==> src/rtl/ssp_frame_pkg.sv <==
// ssp_frame_pkg: shared frame-decoder state encoding and frame geometry
package ssp_frame_pkg;
    typedef enum logic [1:0] {IDLE, HDR, DATA, DONE} state_t;
    localparam int FRAME_LEN = 16;
    localparam int HDR_LEN   = 4;
endpackage

==> src/rtl/ssp_edge_sync.sv <==
// ssp_edge_sync: multi-flop synchroniser with rise/fall strobes on the synchronised level
module ssp_edge_sync #(
    parameter int   pDepth  = 2,
    parameter logic pRstVal = 1'b0
) (
    input  logic Clk,
    input  logic Rst,
    input  logic i_d,
    output logic o_q,
    output logic o_rise,
    output logic o_fall
);
    logic [pDepth-1:0] r_sync;
    logic              r_q_d;
    always_ff @(posedge Clk) begin
        if (!Rst) begin
            r_sync <= {pDepth{pRstVal}};
            r_q_d  <= pRstVal;
        end else begin
            r_sync <= {r_sync[pDepth-2:0], i_d};
            r_q_d  <= r_sync[pDepth-1];
        end
    end
    assign o_q    = r_sync[pDepth-1];
    assign o_rise = o_q & ~r_q_d;
    assign o_fall = ~o_q & r_q_d;
endmodule

==> src/rtl/ssp_frame_slave.sv <==
// ssp_frame_slave: oversampled SPI frame slave decoding 16-bit frames into SSP register-access strobes
module ssp_frame_slave
    import ssp_frame_pkg::*;
#(
    parameter int pSyncDepth = 2,
    parameter int pAW        = 3,
    parameter int pDW        = 12
) (
    input  logic           Clk,
    input  logic           Rst,
    input  logic           SPI_SSELn,
    input  logic           SPI_SCK,
    input  logic           SPI_MOSI,
    output logic           SPI_MISO,
    output logic           SPI_MISO_OE,
    output logic           SSP_SSEL,
    output logic           SSP_SCK,
    output logic [pAW-1:0] SSP_RA,
    output logic           SSP_WnR,
    output logic           SSP_En,
    output logic           SSP_EOC,
    output logic [pDW-1:0] SSP_DI,
    input  logic [pDW-1:0] SSP_DO,
    output logic           FrmErr
);
    localparam int L_FL = pAW + 1 + pDW;
    localparam int L_CW = $clog2(L_FL + 1);
    localparam logic [L_CW-1:0] C_FL   = L_CW'(L_FL);
    localparam logic [L_CW-1:0] C_LAST = L_CW'(L_FL - 1);
    localparam logic [L_CW-1:0] C_HL   = L_CW'(pAW + 1);

    logic w_sseln, w_sck, w_rise, w_fall, w_mosi;
    logic w_unused_ssel_rise, w_unused_ssel_fall, w_unused_mosi_rise, w_unused_mosi_fall;
    state_t r_state, w_nxt;
    logic [L_CW-1:0] r_cnt;
    logic [pDW-1:0]  r_rx, r_tx;
    logic            r_fall_d;
    logic w_start, w_shift, w_hdr_done, w_eoc, w_abort, w_exit;

    // SSELn idles high out of reset so the FSM never sees a phantom frame start
    ssp_edge_sync #(.pDepth(pSyncDepth), .pRstVal(1'b1)) u_ssel (
        .Clk(Clk), .Rst(Rst), .i_d(SPI_SSELn), .o_q(w_sseln),
        .o_rise(w_unused_ssel_rise), .o_fall(w_unused_ssel_fall));
    ssp_edge_sync #(.pDepth(pSyncDepth), .pRstVal(1'b0)) u_sck (
        .Clk(Clk), .Rst(Rst), .i_d(SPI_SCK), .o_q(w_sck),
        .o_rise(w_rise), .o_fall(w_fall));
    ssp_edge_sync #(.pDepth(pSyncDepth), .pRstVal(1'b0)) u_mosi (
        .Clk(Clk), .Rst(Rst), .i_d(SPI_MOSI), .o_q(w_mosi),
        .o_rise(w_unused_mosi_rise), .o_fall(w_unused_mosi_fall));

    assign SSP_SCK = w_sck;

    always_ff @(posedge Clk) begin
        if (!Rst) r_state <= IDLE;
        else      r_state <= w_nxt;
    end

    always_comb begin
        w_nxt      = r_state;
        w_start    = 1'b0;
        w_shift    = 1'b0;
        w_hdr_done = 1'b0;
        w_eoc      = 1'b0;
        w_abort    = 1'b0;
        w_exit     = 1'b0;
        case (r_state)
            IDLE: begin
                w_start = ~w_sseln;
                w_nxt   = w_sseln ? IDLE : HDR;
            end
            HDR: begin
                w_abort    = w_sseln;
                w_hdr_done = ~w_sseln & (r_cnt == C_HL);
                w_shift    = ~w_sseln & (r_cnt != C_HL) & w_rise;
                w_nxt      = w_abort ? IDLE : (w_hdr_done ? DATA : HDR);
            end
            DATA: begin
                // a release coinciding with the final rise still completes the frame
                w_eoc   = (r_cnt == C_FL);
                w_abort = ~w_eoc & w_sseln & ~(w_rise & (r_cnt == C_LAST));
                w_shift = ~w_eoc & ~w_abort & w_rise;
                w_nxt   = w_eoc ? DONE : (w_abort ? IDLE : DATA);
            end
            DONE: begin
                w_exit = w_sseln;
                w_nxt  = w_sseln ? IDLE : DONE;
            end
            default: w_nxt = IDLE;
        endcase
    end

    always_ff @(posedge Clk) begin
        if (!Rst) begin
            r_cnt       <= '0;
            r_rx        <= '0;
            r_tx        <= '0;
            r_fall_d    <= 1'b0;
            SPI_MISO    <= 1'b0;
            SPI_MISO_OE <= 1'b0;
            SSP_SSEL    <= 1'b0;
            SSP_RA      <= '0;
            SSP_WnR     <= 1'b0;
            SSP_En      <= 1'b0;
            SSP_EOC     <= 1'b0;
            SSP_DI      <= '0;
            FrmErr      <= 1'b0;
        end else begin
            r_fall_d <= w_fall;
            SSP_EOC  <= w_eoc;
            FrmErr   <= w_abort;
            if (w_start) begin
                r_cnt       <= '0;
                SSP_SSEL    <= 1'b1;
                SPI_MISO_OE <= 1'b1;
                SPI_MISO    <= 1'b0;
            end
            if (w_shift) begin
                r_rx  <= {r_rx[pDW-2:0], w_mosi};
                r_cnt <= r_cnt + 1'b1;
            end
            if (w_hdr_done) begin
                SSP_RA  <= r_rx[pAW:1];
                SSP_WnR <= r_rx[0];
                SSP_En  <= 1'b1;
                r_tx    <= SSP_DO;
            end
            if (w_eoc) begin
                SSP_DI <= r_rx;
                SSP_En <= 1'b0;
            end
            // delayed fall strobe keeps MISO latency aligned with the MOSI sample path
            if (r_state == DATA && r_fall_d) begin
                SPI_MISO <= r_tx[pDW-1];
                r_tx     <= {r_tx[pDW-2:0], 1'b0};
            end
            if (w_abort || w_exit) begin
                SSP_SSEL    <= 1'b0;
                SPI_MISO_OE <= 1'b0;
                SPI_MISO    <= 1'b0;
                SSP_En      <= 1'b0;
            end
        end
    end
endmodule
==> config.mk <==
export PLATFORM = sky130hd
export DESIGN_NAME = ssp_frame_slave
export DESIGN_NICKNAME = d
export VERILOG_FILES = /design/src/rtl/ssp_frame_pkg.sv /design/src/rtl/ssp_edge_sync.sv /design/src/rtl/ssp_frame_slave.sv
export SDC_FILE = /design/constraint.sdc
export NUM_CORES = 1
export LEC_CHECK = 0
export CAP_MARGIN = 20
export CORE_MARGIN = 8
export CORE_UTILIZATION = 41
export DETAILED_ROUTE_END_ITERATION = 8
export PLACE_DENSITY_LB_ADDON = 0.12
export SYNTH_ARGS = -nofsm -noshare
export SYNTH_HDL_FRONTEND = slang
export SYNTH_SLANG_ARGS = --single-unit
==> constraint.sdc <==
create_clock -name Clk -period 3.48 [get_ports Clk]
set_clock_uncertainty 0.2 [all_clocks]
set_input_delay 0.696 -clock Clk [delete_from_list [all_inputs] [get_ports Clk]]
set_output_delay 0.696 -clock Clk [all_outputs]
set_load 0.01 [all_outputs]
==> results.py <==
metrics = {
    "grt": {
        "antenna_found_initial": 0,
        "grt_overflow": 0,
        "grt_pass1_vias": 1721,
        "grt_max_degree": 41,
        "grtUsageTotal": 0.120,
        "grt_pass1_wl_um": 8250,
    },
    "synth": {
        "synth.area.top_cells": "dfxtp_1, mux2i_1, nand2_1",
        "synth_top_flop_cell": "dfxtp_1",
        "yosys.area.top_type": "dfxtp_1",
        "ys_seq_elements": 60,
        "async_flop_share": 0,
        "avgSynthCellArea_um2": 9.42,
        "synth_fp_nets": 289,
        "synth_top_area_frac": 0.483,
        "yosys_warnings": 0,
        "synth_edf_count": 0,
        "ys_seq_area_frac": 0.483,
        "synth_cell_type_count": 38,
        "synth_area_mm2": 0.00249,
        "syn_inst": 264,
    },
    "finish": {
        "multiInputGateArea_mm2": 0.00115,
        "diodes": 0,
        "drive_above_1_share": 0.0822,
        "nets": 326,
        "num-fill-cells": 574,
        "final_core_util": 0.521,
        "seq_area_mm2": 0.00120,
        "area_delta_synth_final_pct": 23.2,
    },
    "clocking": {
        "htree_levels": 3,
        "cts_hold_buf": 0,
        "cts.sinks": 60,
        "root_buffer": "clkbuf_8",
        "cts_tree": "built",
        "post_cts_buffers": 0,
        "cts_buffers": 9,
        "clk_latency_ps": 330,
        "cts.path.max_buffers": 2,
        "cts_resized": 0,
        "clk_pin_slew_worst_paths_ps": 70,
    },
    "sta": {
        "finalSetupViolCount": 0,
        "drv_slew": 0,
        "fin_crit_ps": 2240,
        "slew_headroom": 0.556,
        "rsz0062_at_grt": "false",
        "min_period_over_period": 0.643,
        "worstMarginPinSlew_ps": 664,
        "tns_ps": 0,
        "finalHoldViolCount": 0,
        "fmax_ghz": 0.447,
    },
    "detailed_routing": {
        "ant_nets": 0,
        "via_per_inst": 5.01,
        "routed_wl_um": 4970,
        "drt_iter0_drc": 66,
        "wl_per_cell_um": 13.1,
        "vias": 1899,
        "dr.pass1.iters": 4,
        "drc_errors": 0,
    },
    "job": {
        "cap_violations": 0,
    },
    "die": {
        "die_width_um": 93.9,
        "dieArea_mm2": 0.00882,
        "start_util": 0.423,
        "fp-row-count": 28,
        "core-area_mm2": 0.00589,
        "die_h_um": 93.9,
        "io-pin-count": 40,
    },
    "power_and_ir_drop": {
        "pwr-share-seq": 0.532,
        "combPwrFrac": 0.038,
        "powerDensity_mw_per_mm2": 425,
        "p_leak_nw": 1.30,
        "power_switching_uw": 280,
        "irDropWorstVdd_mv": 0.270,
        "clkPwrFrac": 0.430,
        "swShare": 0.215,
        "p_int_mw": 1.02,
    },
    "placement": {
        "gp_congestion": 0.778,
        "io_buffer_count": 39,
        "hpwl_um": 3400,
    },
    "outcome": {
        "status": "finished, final reports clean",
    },
    "worst_setup_path": {
        "cp-start-kind": "flip-flop",
        "cp.arrival_ps": 2260,
        "endpoint_kind": "flip-flop",
        "crit_type": "flip-flop to flip-flop",
        "cp_data_required_time_ps": 3510,
        "worstPathMaxFanout": 16,
    },
    "min_path": {
        "holdCritPathClass": "flip-flop to flip-flop",
    },
}
path summary, 6_finish.rpt:
kind / from / endpoint / slack, ps / depth (start not counted)
min: u_ssel.r_sync[0] / u_ssel.r_sync[1] / 210 / 1
min reg2reg: u_ssel.r_sync[0] / u_ssel.r_sync[1] / 210 / 1
max reg2reg: r_cnt[0] / r_cnt[2] / 1240 / 7
max: r_cnt[0] / r_cnt[2] / 1240 / 7
final cells by class:
| class | instances | area share |
|---|---|---|
| sequential | 60 | 0.392 |
| clock buffer | 12 | 0.0539 |
| inverter | 11 | 0.0135 |
| timing repair buffer | 41 | 0.132 |
| clock inverter | 2 | 0.00327 |
| multi-input combinational | 178 | 0.375 |
| tap | 75 | 0.0306 |
cell usage in the layout (no fill, tap or decap), drive strengths merged:
cell           count
nand3              9
mux2i             30
o31a               1
a31oi              1
dfxtp             60
nor3               3
o21ai             15
o211ai             1
nor2               9
ha                 8
nand3b             1
and3b              2
o2bb2ai            1
o211a              1
a311oi             1
clkbuf            12
a31o               1
nor3b              3
and2               7
and3               1
a211oi             1
nand2b             4
nand4              1
and4bb             2
a21oi             26
clkinv             2
buf                2
a2bb2oi            1
nand2             47
inv               11
clkdlybuf4s50     39
nor2b              1
synthesized netlist by cell type, drive strengths merged, types with 2 or more instances:
master	n
dfxtp	60
nand2	47
mux2i	30
a21oi	26
o21ai	15
inv	11
nand3	9
nor2	9
buf	8
ha	8
and2	7
clkbuf	7
nand2b	4
nor3	3
nor3b	3
and3b	2
and4bb	2
sequential cells by signal, indices dropped and copies added, names as in the netlist, 2 cells and up:
name           cells
SSP_RA             3
u_mosi.r_sync      2
u_ssel.r_sync      2
r_rx              12
u_sck.r_sync       2
SSP_DI            12
r_tx              12
r_state            2
r_cnt              5
metrics by stage:
step | instances | setup slack, ps | hold WS (ps) | area (µm²) | power [mW]
finish | 379 | 1240 | 210 | 3070 | 1.30
global route | 379 | 1080 | 244 | 3070 | 1.35
CTS | 379 | 1240 | 222 | 3070 | 1.32
detailed placement | 365 | 1180 | 210 | 2890 | 0.760
global placement | 365 | 1190 | 193 | 2890 | 0.759
floorplan | 264 | 1510 | 186 | 2490 | 0.732
worst max-delay path, cell delays in order, from the launching register on:
cell	delay (ps)
dfxtp_1	390
ha_1	200
and3_1	170
ha_1	170
nand2_2	80
a211oi_4	400
nand2_4	240
a31o_2	280
power groups by stage:
stage	clock network (mW)	registers (mW)	logic [mW]
floorplan	0	0.709	0.0221
global placement	0	0.709	0.0500
detailed placement	0	0.710	0.0500
CTS	0.575	0.694	0.0502
global route	0.604	0.695	0.0546
finish	0.561	0.694	0.0494
layer usage:
layer / vias to the layer above / part of all wire / track usage
li1: 978 / - / -
met5: - / 0 / 0
met2: 35 / 0.45 / 0.170
met1: 882 / 0.49 / 0.155
met4: 0 / 0.0084 / 0.0713
met3: 4 / 0.050 / 0.0360
logic make-up (layout without fill, tap and decap cells):
| logic type | Yosys count | count (layout) | share of synthesized area |
|---|---|---|---|
| adder cells (fa/ha/maj) | 8 | 8 | 0.0402 |
| AO/OA/AOI/OAI | 50 | 50 | 0.122 |
| AND/OR/NAND/NOR | 90 | 90 | 0.179 |
| multiplexers | 30 | 30 | 0.121 |
| buffers and inverters | 26 | 66 | 0.0553 |
| flip-flops | 60 | 60 | 0.483 |
Power figures use the tool's default switching activity.
